===== src/rtl/mul_result_combine.sv =====
// Recombines the four 16x16 partial products into a 64-bit product over the
// M->A->W pipeline and delivers the selected 32-bit word to writeback.
module mul_result_combine (
   input  logic        clk,
   input  logic        reset,
   input  logic [31:0] M_mul_cell_p1,
   input  logic [31:0] M_mul_cell_p2,
   input  logic [31:0] M_mul_cell_p3,
   input  logic [31:0] M_mul_cell_p4,
   input  logic        M_mul_valid,
   input  logic        M_ctrl_mul_hi,
   input  logic        M_ctrl_mul_src1_signed,
   input  logic        M_ctrl_mul_src2_signed,
   input  logic        A_en,
   input  logic        W_en,
   input  logic        A_pipe_flush,
   output logic [31:0] W_mul_result,
   output logic        W_mul_valid
);

   logic [33:0] p2_ext;
   logic [33:0] p3_ext;
   logic [33:0] mid;
   logic [32:0] lo33;

   logic [31:0] a_lo;
   logic        a_cy;
   logic [17:0] a_mid_hi;
   logic [31:0] a_p4;
   logic        a_hi_sel;
   logic        a_valid;

   logic [31:0] hi;

   // p2 and p3 overlap at bit 16, so they are summed first and the lower
   // 16 bits of that sum folded into the low word together with p1.
   always_comb begin
      p2_ext = {{2{M_ctrl_mul_src2_signed & M_mul_cell_p2[31]}}, M_mul_cell_p2};
      p3_ext = {{2{M_ctrl_mul_src1_signed & M_mul_cell_p3[31]}}, M_mul_cell_p3};
      mid    = p2_ext + p3_ext;
      lo33   = {1'b0, M_mul_cell_p1} + {1'b0, mid[15:0], 16'h0000};
   end

   // p4 only contributes to bits 63:32, so its extension above bit 31 never
   // reaches either selectable word and is not carried into A.
   always_ff @(posedge clk or posedge reset) begin
      if (reset) begin
         a_lo     <= '0;
         a_cy     <= 1'b0;
         a_mid_hi <= '0;
         a_p4     <= '0;
         a_hi_sel <= 1'b0;
         a_valid  <= 1'b0;
      end else if (A_en) begin
         a_lo     <= lo33[31:0];
         a_cy     <= lo33[32];
         a_mid_hi <= mid[33:16];
         a_p4     <= M_mul_cell_p4;
         a_hi_sel <= M_ctrl_mul_hi;
         a_valid  <= M_mul_valid & ~A_pipe_flush;
      end
   end

   always_comb begin
      hi = a_p4 + {{14{a_mid_hi[17]}}, a_mid_hi} + {31'b0, a_cy};
   end

   always_ff @(posedge clk or posedge reset) begin
      if (reset) begin
         W_mul_result <= '0;
         W_mul_valid  <= 1'b0;
      end else if (W_en) begin
         W_mul_result <= a_hi_sel ? hi : a_lo;
         W_mul_valid  <= a_valid;
      end
   end

endmodule

===== config.mk =====
export PLATFORM = sky130hd
export DESIGN_NAME = mul_result_combine
export DESIGN_NICKNAME = d
export VERILOG_FILES = /design/src/rtl/mul_result_combine.sv
export SDC_FILE = /design/constraint.sdc
export NUM_CORES = 1
export LEC_CHECK = 0
export CORE_MARGIN = 2
export CORE_UTILIZATION = 37
export DETAILED_ROUTE_END_ITERATION = 10
export MAX_ROUTING_LAYER = met4
export PLACE_DENSITY = 0.65
export SLEW_MARGIN = 20
export SYNTH_ARGS = -nofsm -noshare
export SYNTH_HDL_FRONTEND = slang
export SYNTH_SLANG_ARGS = --single-unit

===== constraint.sdc =====
create_clock -name clk -period 4.6 [get_ports clk]
set_clock_uncertainty 0.2 [all_clocks]
set_input_delay 0.92 -clock clk [delete_from_list [all_inputs] [get_ports clk]]
set_output_delay 0.92 -clock clk [all_outputs]
set_load 0.005 [all_outputs]

==> flow_metrics.py, run 1 <==
metrics = {
    "run_status": {
        "run_status": "completed",
    },
    "cells_and_area": {
        "area_delta_synth_final_pct": 32.5,
        "fillCellCount": 2187,
        "final_common_cell": "clkdlybuf4s50_1",
        "diodes": 0,
        "mostFrequentLayoutCells": "167 x clkdlybuf4s50_1, 118 x dfrtp_1, 102 x a21oi_1",
        "fin_cells": 1423,
        "nNetsFinal": 1315,
        "layout-drive-gt1-share_pct": 16.4,
        "utilization_pct": 49.7,
    },
    "power_and_ir_drop": {
        "ir_drop_mv": 0.239,
        "p_per_area_mw_per_mm2": 429,
        "p_leak_nw": 5.01,
    },
    "clock_tree": {
        "cts_sinks": 118,
        "root_buffer": "clkbuf_16",
        "hold_buffers": 0,
        "cts_htree_levels": 4,
        "clk_transition_reported_paths_ns": 0.06,
        "cts_tree": "built",
        "cts.path.max_buffers": 2,
        "insertion_delay_ns": 0.42,
        "cts_buffers": 17,
    },
    "sta": {
        "period_needed_ns": 4.40,
        "slew_headroom_pct": 37.5,
        "post-route-period-util_pct": 95.7,
        "drv_slew": 0,
        "finalSetupViolations": 0,
        "fmax_mhz": 227,
        "rsz0062_at_grt": "no",
        "worstMarginPinSlew_ns": 0.938,
        "hold_violations": 0,
    },
    "grt": {
        "grt_overflow": 0,
        "antenna_found_initial": 0,
        "gr-usage-all-layers_pct": 19.3,
        "grt_max_degree": 75,
        "grt_pass1_wl_um": 36300,
        "first_global_vias": 7069,
    },
    "setup_path": {
        "rr_startpoint": "a_cy",
        "critical_path_class": "input pin to register",
        "worstPathBufferInverterCount": 2,
        "timing.rr.end": "W_mul_result[24]",
        "crit_family": "compound AO/OA/AOI/OAI gates",
        "crit_path_end_kind": "register",
        "crit_path_start_kind": "input pin",
        "arrival_ns": 4.51,
        "critPathMaxFanout": 3,
        "worst_ep_required_time_ns": 4.71,
        "worstRegToRegCells": 12,
        "rrSetupSlack_ns": 1.30,
        "slowest_stage": "clkdlybuf4s50_1",
        "max_stage_delay_ns": 0.48,
        "path_cells": "clkdlybuf4s50_1 > ha_2 > inv_1 > fa_2 > nand2b_4 > a211oi_4 > nor3b_2 > o21bai_1 > a21oi_1 > xnor2_1 > ha_1 > a21o_1 > nand2_1 > o21ai_0 > a211oi_2 > o21ai_1 > a21oi_1 > o21ai_1 > xor2_1 > mux2_2",
    },
    "die": {
        "die_area_mm2": 0.0249,
        "core_mm2": 0.0233,
        "io_pins": 170,
        "fp-row-count": 56,
        "die_y_um": 158,
        "die_w_um": 158,
        "initial_core_util_pct": 37.5,
    },
    "yosys": {
        "synth_area_mm2": 0.00875,
        "synth_cells": 903,
        "ys_async_sr_fraction_pct": 100,
        "syn_area_per_cell_um2": 9.69,
        "synth.distinct_cells": 72,
        "synth-seq-cells": 118,
        "syn_nets": 1125,
        "yosys_warnings": 0,
        "ys.flop_type": "dfrtp_1",
        "synth_edf_count": 0,
        "synth-seq-area-share_pct": 33.7,
    },
    "run": {
        "drv_cap": 0,
    },
    "min_path": {
        "min_path_cells": 2,
        "worstHoldStart": "W_mul_result[8]",
        "hold_path_end": "W_mul_result[8]",
        "hold_class": "register to register",
    },
    "detailed_routing": {
        "first_pass_iters": 5,
        "drt-total-wl_um": 23100,
        "postRouteAntennaNets": 0,
        "viasPerCell": 5.14,
        "wl_per_cell_um": 16.2,
        "dr_total_vias": 7317,
        "drt-initial-drc-count": 320,
        "drcViolationCount": 0,
    },
    "placement": {
        "dp_cells": 1392,
        "port_buffers": 169,
        "dpl.hpwl_um": 18100,
        "gp_routability_congestion": 0.895,
    },
}
==> area by class of cell <==
| type | count | area [µm²] | area share, % |
|---|---|---|---|
| clock inverters | 8 | 124 | 1.07 |
| repair buffers | 205 | 1970 | 17.0 |
| clock buffers | 22 | 474 | 4.09 |
| inverters | 32 | 123 | 1.06 |
| flip-flops and latches | 118 | 2950 | 25.5 |
| multi-input cells | 719 | 5560 | 47.9 |
| well taps | 319 | 399 | 3.44 |
==> through the flow <==
step / power, W / setup TNS (ns) / hold WS (ns) / worst slack [ns] / area (µm²)
after floorplan: 0.00279 / 0 / 0.266 / 0.294 / 8750
after global placement: 0.00359 / -0.690 / 0.283 / -0.205 / 10900
after detailed placement: 0.00362 / -1.03 / 0.288 / -0.288 / 10900
after CTS: 0.00499 / 0 / 0.301 / 0.130 / 11500
after global routing: 0.00530 / 0 / 0.313 / 0.0116 / 11600
final: 0.00498 / 0 / 0.299 / 0.198 / 11600
==> cells in the mapped netlist (all sizes together) (4+ instances only) <==
master | number | share of area (%)
inv | 31 | 1.3
a22oi | 6 | 0.51
a211oi | 11 | 1.1
mux2i | 24 | 2.7
o211ai | 7 | 0.66
o21bai | 15 | 1.3
nor2b | 5 | 0.36
ha | 81 | 12
nand3 | 10 | 0.57
or2 | 4 | 0.31
nand4 | 13 | 0.93
o21ai | 54 | 3.3
xnor2 | 52 | 5.2
o31ai | 5 | 0.64
a21oi | 109 | 6.5
nand2 | 54 | 2.3
mux2 | 75 | 9.7
buf | 7 | 0.57
dfrtp | 118 | 34
and2 | 4 | 0.29
a31oi | 12 | 1.2
nor3 | 6 | 0.34
or3 | 4 | 0.34
a21o | 35 | 3.0
nand2b | 9 | 0.64
clkbuf | 25 | 1.3
fa | 4 | 0.92
nor2 | 68 | 2.9
xor2 | 18 | 1.8
==> worst max-delay path by stage <==
| stage | slack, ns | to | cells past startpoint | from |
|---|---|---|---|---|
| 6_report | 0.20 | a_lo[31] | 20 | M_mul_cell_p3[0] |
| 5_1_grt | 0.01 | a_lo[31] | 20 | M_mul_cell_p3[0] |
| 4_1_cts | 0.13 | a_lo[31] | 20 | M_mul_cell_p3[0] |
| 3_5_place_dp | -0.29 | a_lo[31] | 20 | M_mul_cell_p3[0] |
| 3_3_place_gp | -0.20 | a_lo[31] | 20 | M_mul_cell_p2[0] |
| 2_1_floorplan | 0.29 | a_lo[31] | 19 | M_mul_cell_p2[0] |
==> routing by layer <==
layer  GRT usage (%)  share of wire, %  up-vias
met5               -                 0        -
met4            6.06               2.0        0
li1                -                 -     3672
met1            25.6                48     3455
met2            30.2                46      165
met3            3.07               3.8       25
==> state kept, by name, indices dropped and copies added (netlist names) <==
signal	cells
a_mid_hi	18
a_lo	32
a_p4	32
a_valid	1
a_hi_sel	1
W_mul_valid	1
W_mul_result	32
a_cy	1
==> power by group <==
group	leakage [nW]	total [W]	switching, W	internal [W]
combinational	3.35	0.00215	0.00107	0.00108
sequential	1.37	0.00148	0.000184	0.00129
clock	0.288	0.00136	0.000469	0.000886
total	5.01	0.00498	0.00172	0.00326
==> kinds of logic after synthesis <==
group                      count (synthesis)  share of synthesized area [%]
AOI/OAI and AO/OA                        278                           21.0
xor gates and xnor gates                  70                           7.01
adders and majority gates                 85                           12.5
buffers and inverters                     66                           3.47
DFF                                      118                           33.7
muxes                                     99                           12.4
and+or+nand+nor                          187                           9.90
==> worst min-delay path, cell delays in order (launching register included) <==
cell and delay, ns:
dfrtp_1 0.35, nand2_1 0.05, o21ai_0 0.06
==> repair_timing <==
item,CTS,global route
setup endpoints to repair,0,5
resized for setup,0,13
buffers inserted,0,1
(Power assumes the default switching activity.)
==> run 2, diff against run 1 <==
--- a/config.mk
+++ b/config.mk
@@ -7,6 +7,7 @@
 export LEC_CHECK = 0
 export CORE_MARGIN = 2
 export CORE_UTILIZATION = 37
+export CTS_CLUSTER_DIAMETER = 100
 export DETAILED_ROUTE_END_ITERATION = 10
 export MAX_ROUTING_LAYER = met4
 export PLACE_DENSITY = 0.65
==> results of run 2 <==
No change in the layout: final DEF, timing and power equal those of run 1.
==> run 3, diff against run 2 <==
--- a/config.mk
+++ b/config.mk
@@ -7,7 +7,7 @@
 export LEC_CHECK = 0
 export CORE_MARGIN = 2
 export CORE_UTILIZATION = 37
-export CTS_CLUSTER_DIAMETER = 100
+export CTS_CLUSTER_DIAMETER = 80
 export DETAILED_ROUTE_END_ITERATION = 10
 export MAX_ROUTING_LAYER = met4
 export PLACE_DENSITY = 0.65
==> results of run 3 <==
No change in the layout: final DEF, timing and power equal those of run 1.
